[src/rtl/key_mode_ctrl.sv]
// Front-panel button conditioning and pattern/brightness/freeze control.
// Pending selections are committed to the video generator only at frame boundaries.
module key_mode_ctrl #(
    parameter int unsigned DEBOUNCE_CYCLES = 1000000,
    parameter int unsigned NUM_PATTERNS    = 8,
    parameter bit          BTN_ACTIVE      = 1'b1,
    parameter bit          VSYNC_ACTIVE    = 1'b0
) (
    input  logic       clk,
    input  logic       reset,
    input  logic       B2,
    input  logic       B3,
    input  logic       B4,
    input  logic       B5,
    input  logic       v_sync,
    output logic [2:0] pattern_sel,
    output logic [1:0] brightness,
    output logic       freeze,
    output logic       frame_update,
    output logic [4:0] led
);

    localparam int unsigned CntW   = (DEBOUNCE_CYCLES > 1) ? $clog2(DEBOUNCE_CYCLES) : 1;
    localparam logic [CntW-1:0] CntMax = CntW'(DEBOUNCE_CYCLES - 1);
    localparam logic [2:0]      PatMax = 3'(NUM_PATTERNS - 1);

    typedef enum logic [0:0] {StLive, StFrozen} mode_e;

    // ------------------------------------------------------------------
    // Button input stage: normalise to "1 = pressed", synchronise, debounce
    // ------------------------------------------------------------------
    logic [3:0] btn_pressed;
    logic [3:0] sync1_q, sync2_q;
    logic [3:0] press_evt;

    assign btn_pressed = {B5, B4, B3, B2} ~^ {4{BTN_ACTIVE}};

    always_ff @(posedge clk) begin
        if (reset) begin
            sync1_q <= '0;
            sync2_q <= '0;
        end else begin
            sync1_q <= btn_pressed;
            sync2_q <= sync1_q;
        end
    end

    for (genvar i = 0; i < 4; i++) begin : g_db
        logic [CntW-1:0] cnt_q, cnt_d;
        logic            lvl_q, lvl_d;
        logic            lvl_prev_q;
        logic            press_q;

        always_comb begin
            cnt_d = '0;
            lvl_d = lvl_q;
            if (sync2_q[i] != lvl_q) begin
                if (cnt_q == CntMax) begin
                    lvl_d = sync2_q[i];
                end else begin
                    cnt_d = cnt_q + CntW'(1);
                end
            end
        end

        always_ff @(posedge clk) begin
            if (reset) begin
                cnt_q      <= '0;
                lvl_q      <= 1'b0;
                lvl_prev_q <= 1'b0;
                press_q    <= 1'b0;
            end else begin
                cnt_q      <= cnt_d;
                lvl_q      <= lvl_d;
                lvl_prev_q <= lvl_q;
                press_q    <= lvl_q & ~lvl_prev_q;
            end
        end

        assign press_evt[i] = press_q;
    end

    logic ev_next, ev_prev, ev_bright, ev_freeze;
    assign ev_next   = press_evt[0];
    assign ev_prev   = press_evt[1];
    assign ev_bright = press_evt[2];
    assign ev_freeze = press_evt[3];

    // ------------------------------------------------------------------
    // Frame boundary: first cycle v_sync is active while its registered copy is not
    // ------------------------------------------------------------------
    logic vs_q;
    logic frame_bound;

    always_ff @(posedge clk) begin
        if (reset) begin
            vs_q <= ~VSYNC_ACTIVE;
        end else begin
            vs_q <= v_sync;
        end
    end

    assign frame_bound = (v_sync == VSYNC_ACTIVE) && (vs_q != VSYNC_ACTIVE);

    // ------------------------------------------------------------------
    // Freeze mode FSM
    // ------------------------------------------------------------------
    mode_e mode_q, mode_d;
    logic  commit_en;

    always_ff @(posedge clk) begin
        if (reset) begin
            mode_q <= StLive;
        end else begin
            mode_q <= mode_d;
        end
    end

    always_comb begin
        mode_d = mode_q;
        if (ev_freeze) begin
            case (mode_q)
                StLive:   mode_d = StFrozen;
                StFrozen: mode_d = StLive;
                default:  mode_d = StLive;
            endcase
        end
    end

    always_comb begin
        freeze    = (mode_q == StFrozen);
        commit_en = frame_bound && (mode_q == StLive);
    end

    // ------------------------------------------------------------------
    // Pending selections
    // ------------------------------------------------------------------
    logic [2:0] pat_pend_q, pat_pend_d;
    logic [1:0] bri_pend_q, bri_pend_d;

    always_comb begin
        pat_pend_d = pat_pend_q;
        // Simultaneous next/prev cancel out.
        case ({ev_prev, ev_next})
            2'b01:   pat_pend_d = (pat_pend_q == PatMax) ? 3'd0 : pat_pend_q + 3'd1;
            2'b10:   pat_pend_d = (pat_pend_q == 3'd0) ? PatMax : pat_pend_q - 3'd1;
            default: pat_pend_d = pat_pend_q;
        endcase
        bri_pend_d = ev_bright ? bri_pend_q + 2'd1 : bri_pend_q;
    end

    // ------------------------------------------------------------------
    // Committed values and registered outputs
    // ------------------------------------------------------------------
    logic [2:0] sel_q, sel_d;
    logic [1:0] bri_q, bri_d;
    logic       upd_q, upd_d;
    logic [4:0] led_q, led_d;

    // Commit samples the pending regs before this cycle's events land.
    always_comb begin
        sel_d = sel_q;
        bri_d = bri_q;
        upd_d = 1'b0;
        if (commit_en) begin
            sel_d = pat_pend_q;
            bri_d = bri_pend_q;
            upd_d = (pat_pend_q != sel_q) || (bri_pend_q != bri_q);
        end
        led_d = {(pat_pend_d != sel_d) || (bri_pend_d != bri_d), mode_d == StFrozen, sel_d};
    end

    always_ff @(posedge clk) begin
        if (reset) begin
            pat_pend_q <= 3'd0;
            bri_pend_q <= 2'd3;
            sel_q      <= 3'd0;
            bri_q      <= 2'd3;
            upd_q      <= 1'b0;
            led_q      <= 5'b00000;
        end else begin
            pat_pend_q <= pat_pend_d;
            bri_pend_q <= bri_pend_d;
            sel_q      <= sel_d;
            bri_q      <= bri_d;
            upd_q      <= upd_d;
            led_q      <= led_d;
        end
    end

    assign pattern_sel  = sel_q;
    assign brightness   = bri_q;
    assign frame_update = upd_q;
    assign led          = led_q;

endmodule
[config.mk]
export PLATFORM = sky130hd
export DESIGN_NAME = key_mode_ctrl
export DESIGN_NICKNAME = d
export VERILOG_FILES = /design/src/rtl/key_mode_ctrl.sv
export SDC_FILE = /design/constraint.sdc
export NUM_CORES = 1
export LEC_CHECK = 0
export BUFFER_PORTS_ARGS = -buffer_cell sky130_fd_sc_hd__buf_2
export CAP_MARGIN = 5
export CORE_MARGIN = 5
export CORE_UTILIZATION = 50
export CTS_BUF_LIST = sky130_fd_sc_hd__clkbuf_2 sky130_fd_sc_hd__clkbuf_4 sky130_fd_sc_hd__clkbuf_8
export CTS_CLUSTER_DIAMETER = 100
export DETAILED_ROUTE_END_ITERATION = 7
export GPL_ROUTABILITY_DRIVEN = 0
export GPL_TIMING_DRIVEN = 0
export PLACE_DENSITY = 0.69
export RECOVER_POWER = 25
export SYNTH_ARGS = -nofsm -noshare
export SYNTH_HDL_FRONTEND = slang
export SYNTH_SLANG_ARGS = --single-unit
[constraint.sdc]
create_clock -name clk -period 4.5 [get_ports clk]
set_clock_uncertainty 0.2 [all_clocks]
set_input_delay 0.45 -clock clk [delete_from_list [all_inputs] [get_ports clk]]
set_output_delay 0.45 -clock clk [all_outputs]
set_load 0.1 [all_outputs]
==> results of run 1 <==
[cells by family after synthesis]
group                      count (synthesis)  share of synthesized area
and+or+nand+nor                          276                      0.285
buffers and inverters                     38                     0.0402
AOI/OAI and AO/OA                         24                     0.0332
muxes                                      7                     0.0140
xor gates and xnor gates                  84                      0.147
DFF                                      114                      0.456
adders and majority gates                 10                     0.0250
[synth_stat cells, types with 2 or more instances]
cell | number | area share
nor2b_1 | 19 | 0.024
nor3b_1 | 2 | 0.0030
nand3b_1 | 3 | 0.0045
xnor2_1 | 39 | 0.068
and2_1 | 2 | 0.0025
or2_2 | 4 | 0.0050
and4_1 | 8 | 0.014
ha_1 | 10 | 0.025
clkbuf_1 | 5 | 0.0037
a221o_1 | 2 | 0.0040
inv_1 | 19 | 0.014
nand4_1 | 18 | 0.022
nor3_1 | 8 | 0.0080
nand2_1 | 36 | 0.027
and3_1 | 10 | 0.012
o211ai_1 | 2 | 0.0030
nand2b_1 | 8 | 0.010
nor2_1 | 106 | 0.079
a21oi_1 | 9 | 0.0090
nor4_1 | 9 | 0.011
or4_4 | 2 | 0.0045
o21ai_0 | 2 | 0.0020
nor4b_1 | 8 | 0.014
buf_2 | 5 | 0.0050
buf_6 | 3 | 0.0067
buf_4 | 5 | 0.0075
nand3_1 | 25 | 0.025
mux2i_1 | 7 | 0.014
xor2_1 | 45 | 0.079
dfxtp_1 | 114 | 0.46
[final cells by class]
type / count / area [sq um]
buffer: 19 / 129
clock buffer: 24 / 318
clock inverter: 7 / 97.6
fill: 866 / 4100
inverter: 19 / 71.3
multi-input combinational: 401 / 2520
sequential: 114 / 2280
tap: 133 / 166
timing repair buffer: 18 / 86.3
[how the worst max path moves through the flow]
stage	from	end	cells past startpoint
final	led[4]	led[4]	1
after global routing	pat_pend_q[0]	led[4]	7
after CTS	pat_pend_q[0]	led[4]	7
after detailed placement	v_sync	led[4]	6
after global placement	v_sync	led[4]	6
after floorplan	led[3]	led[4]	5
[stage by stage]
| stage | setup slack, ns | instances | util |
|---|---|---|---|
| global route | 2.03 | 735 | 0.581 |
| finish | 2.27 | 735 | 0.581 |
| floorplan | 2.22 | 553 | - |
| detailed placement | 2.22 | 704 | 0.539 |
| global placement | 2.18 | 704 | 0.539 |
| CTS | 2.27 | 735 | 0.581 |
[power groups by stage]
stage | logic (mW) | clock network, mW | registers, mW
2_1_floorplan | 0.0252 | 0 | 1.06
4_1_cts | 0.0526 | 0.999 | 1.02
3_3_place_gp | 0.0519 | 0 | 1.04
6_report | 0.0514 | 0.966 | 1.02
3_5_place_dp | 0.0522 | 0 | 1.04
5_1_grt | 0.0563 | 1.05 | 1.02
[registers in the layout (all words and copies together) (netlist names)]
name and cells:
bri_pend_q 2, brightness 2, ev_bright 1, ev_freeze 1, ev_next 1, ev_prev 1, frame_update 1, g_db.cnt_q 80
g_db.lvl_prev_q 4, g_db.lvl_q 4, led 3, pat_pend_q 3, pattern_sel 2, sync1_q 4, sync2_q 4, vs_q 1
[metal layers]
metal	global-route usage	routed length [microns]	up-vias	part of all wire
met5	0	0	-	0
met4	0.0570	102	0	0.012
met3	0.0553	305	8	0.035
met2	0.244	3910	43	0.45
met1	0.208	4410	1709	0.50
li1	-	-	1928	-
==> flow_metrics.tcl, run 1 <==
set metrics [dict create \
    outcome "finished clean" \
    ir_worst_vdd_v 0.000293 \
    max_stage_delay_ns 0.86 \
    worst_ep_arrival_time_ns 1.58 \
    crit_chain "clkbuf_1" \
    fin_total_pwr_mw 2.04 \
    cts.hold.buffers_added 0 \
    slew_viol_final 0 \
    power_density_nw_per_um2 359 \
    maxSlewHeadroom 0.226 \
    grt.overflow.total 0 \
    synth.distinct_cells 48 \
    cts_buffers 17 \
    layout.nets 607 \
    p_leak_nw 1.99 \
    worstPathMaxFanout 1 \
    vias_per_cell 5.02 \
    cp-end-kind "output port" \
    dieArea_sq_um 12100 \
    grt_pass1_wl_microns 15200 \
    cp_num_buf_inv 1 \
    hold_path.class "primary input to flop" \
    finalCritPeriodShare 0.496 \
    required_ns 3.85 \
    fmax_mhz 448 \
    min_from "B4" \
    vias 3688 \
    setup_viol 0 \
    grt_antenna_before_repair 0 \
    worstSetupStartpointType "flop" \
    initial_utilization 0.512 \
    ctsResizeCount 0 \
    finalWirelength_microns 8720 \
    syn_area_per_cell_sq_um 9.05 \
    drive_above_1_share 0.118 \
    yosys_register_bits 114 \
    intPower_mw 1.61 \
    yosys_most_used_dff "dfxtp_1" \
    r2r_cells 7 \
    final_common_cell "dfxtp_1" \
    clock-sinks 114 \
    hold_depth 2 \
    r2r_slack_ns 2.27 \
    synth_cells 553 \
    ys_async_sr_fraction 0 \
    fin_area_sq_um 5670 \
    clk_latency_ns 0.42 \
    wire_per_inst_microns 11.9 \
    tightest_slew_ns 1.17 \
    clk_path_buf_depth 2 \
    seqPwrFrac 0.501 \
    p_clk_frac 0.474 \
    cp_slowest_cell "clkbuf_1" \
    r2r_start "pat_pend_q[0]" \
    pwr-share-comb 0.025 \
    syn-num-nets 570 \
    r2r_end "led[4]" \
    cts-root-buf "clkbuf_8" \
    post_cts_buffers 0 \
    grt_max_degree 17 \
    ys_warn_count 0 \
    syn_area_sq_um 5010 \
    cts_tree "built" \
    diodes 0 \
    die_y_microns 110 \
    dr.first_iter.drc_count 176 \
    areaGrowthSynthToFinish_pct 13.3 \
    mostFrequentLayoutCells "dfxtp_1 (114), nor2_1 (106), xor2_1 (45)" \
    port_buffers 18 \
    hold_viol_final 0 \
    track_usage 0.159 \
    antenna_left 0 \
    cpLargestDelayFamily "buffers and inverters" \
    maxCapViolations 0 \
    cts-htree-levels 4 \
    firstDrtPassIters 4 \
    synth_edf_count 0 \
    die_w_microns 110 \
    hold_slack_ns 0.0420 \
    grt_pass1_vias 3440 \
    power.share.switching 0.211 \
    switching_power_mw 0.429 \
    setup-tns-final_ns 0 \
    period_minus_slack_ns 2.23 \
    postPlaceCellArea_sq_um 5260 \
    ys_seq_area_frac 0.456 \
    whs_endpoint "sync1_q[2]" \
    post-route-drc-count 0 \
    io_pins 19 \
    rows 36 \
    rsz0062_at_grt "false" \
    dp_hpwl_microns 5960 \
    clk_pin_slew_ns 0.07 \
    path_class "flop to output port" \
    core_sq_um 9770 \
]
Power figures use the tool's default switching activity.
==> run 2: changes to the inputs <==
==> constraint.sdc (replaced) <==
create_clock -name clk -period 2.1 [get_ports clk]
set_clock_uncertainty 0.2 [all_clocks]
set_input_delay 0.21 -clock clk [delete_from_list [all_inputs] [get_ports clk]]
set_output_delay 0.21 -clock clk [all_outputs]
set_load 0.1 [all_outputs]
==> run 2 against run 1 <==
  * Sequential power rose by 110%
  * Combinational power rose by 140%
  * Total power grew 120%
  * Critical endpoint is now led[4]
  * Utilization grew 2.8 points
  * Flip-flop and latch count did not move
  * Worst setup slack got worse by 2.2 ns
  * Hold slack better by 0.14 ns
  * Largest cell class unchanged
  * Die area stayed put
  * First-iteration DRC count increased by 32%
  * Design area up 4.8%
  * Sequential share of layout area shrank 1.5 points
  * Global-route usage up 0.69 points
==> flow_metrics.tcl, run 2 (synthesis results as in run 1) <==
set metrics [dict create \
    outcome "finished clean" \
    hold_viol_final 0 \
    layout.nets 618 \
    clk_pin_slew_ns 0.07 \
    path_class "flop to flop" \
    antenna_left 0 \
    clock-sinks 114 \
    vias 3770 \
    grt_max_degree 17 \
    cts_tree "built" \
    cp-end-kind "flop" \
    cts-htree-levels 4 \
    areaGrowthSynthToFinish_pct 18.7 \
    clk_path_buf_depth 2 \
    die_y_microns 110 \
    finalCritPeriodShare 0.973 \
    maxCapViolations 0 \
    maxSlewHeadroom 0.607 \
    worstPathMaxFanout 5 \
    vias_per_cell 5.05 \
    hold_path.class "flop to flop" \
    post-route-drc-count 0 \
    rows 36 \
    slew_viol_final 0 \
    setup_viol 0 \
    mostFrequentLayoutCells "nor2_1 (106), dfxtp_1 (105), xor2_1 (45)" \
    setup-tns-final_ns 0 \
    clk_latency_ns 0.43 \
    wire_per_inst_microns 12.5 \
    dieArea_sq_um 12100 \
    tightest_slew_ns 0.586 \
    dp_hpwl_microns 6110 \
    io_pins 19 \
    grt.overflow.total 0 \
    final_common_cell "nor2_1" \
    fillers 832 \
    crit_start "pat_pend_q[0]" \
    diodes 0 \
    r2r_slack_ns 0.06 \
    p_leak_nw 2.08 \
    fmax_mhz 489 \
    grt_pass1_vias 3612 \
    layout.cells.non_filler 747 \
    place_inst 704 \
    port_buffers 18 \
    fin_total_pwr_mw 4.43 \
    grt_pass1_wl_microns 15800 \
    power_density_nw_per_um2 746 \
    crit_end "led[4]" \
    worst_ep_arrival_time_ns 2.19 \
    grt_antenna_before_repair 0 \
    finalWirelength_microns 9330 \
    top_register "g_db.cnt_q" \
    die_w_microns 110 \
    track_usage 0.166 \
    post-route-util 0.608 \
    largest_register_ffs 80 \
    firstDrtPassIters 5 \
    core_sq_um 9770 \
    dr.first_iter.drc_count 233 \
    r2r_start "pat_pend_q[0]" \
    period_minus_slack_ns 2.04 \
    required_ns 2.24 \
    cts_buffers 17 \
    r2r_end "led[4]" \
    ir_worst_vdd_v 0.000510 \
    worstSetupStartpointType "flop" \
    drive_above_1_share 0.171 \
    cts-root-buf "clkbuf_8" \
    initial_utilization 0.512 \
    hold_slack_ns 0.183 \
    r2r_cells 7 \
]
run 2: final cells by class:
type,instances,area (sq um),share of cell area
buffer,18,131,0.0221
clock buffer,24,324,0.0545
clock inverter,8,98.8,0.0166
inverter,19,75.1,0.0126
multi-input combinational,401,2650,0.446
sequential,114,2300,0.387
tap,133,166,0.0280
timing repair buffer,30,196,0.0330
run 2: what timing repair did:
item,4_1_cts,5_1_grt
endpoints found under the setup margin,11,42
setup buffers,0,5
cloned,0,0
gates resized for setup,9,27
pin swaps,1,3
hold buffers,6,1
hold endpoints to repair,13,4
run 2: worst max-delay path, stage by stage, from the launching register on:
cell        delay, ns
dfxtp_4          0.38
clkinvlp_4       0.14
ha_4             0.31
mux2i_4          0.29
xnor2_1          0.15
nor3_1           0.06
a211o_1          0.30
a41oi_2          0.13
run 2: per-layer routing:
layer  part of all wire  global-route usage
met2               0.49               0.267
met4              0.012              0.0668
met5                  0                   0
met1               0.47               0.202
met3              0.027              0.0594
run 2: worst min-delay path by stage:
stage                             from                  to  slack, ns  cells past startpoint
global route        g_db[2].lvl_prev_q           ev_bright       0.20                      1
CTS                             v_sync      pattern_sel[1]      -0.01                      4
detailed placement  g_db[0].lvl_prev_q             ev_next       0.17                      1
global placement    g_db[0].lvl_prev_q             ev_next       0.17                      1
finish              g_db[2].lvl_prev_q           ev_bright       0.18                      1
floorplan                        reset  g_db[3].lvl_prev_q       0.09                      1
run 2: through the flow:
stage          instance area [sq um]  setup slack [ns]
2_1_floorplan                   5010            0.0778
3_3_place_gp                    5270            -0.112
3_5_place_dp                    5270            -0.163
4_1_cts                         5770          0.000289
5_1_grt                         5950           -0.0210
6_report                        5950            0.0569
run 2: power by group:
group | leakage, nW | switching, mW | total, mW | internal, mW
sequential | 0.926 | 0.00869 | 2.18 | 2.17
clock | 0.214 | 0.876 | 2.13 | 1.25
combinational | 0.942 | 0.0786 | 0.122 | 0.0432
total | 2.08 | 0.963 | 4.43 | 3.47
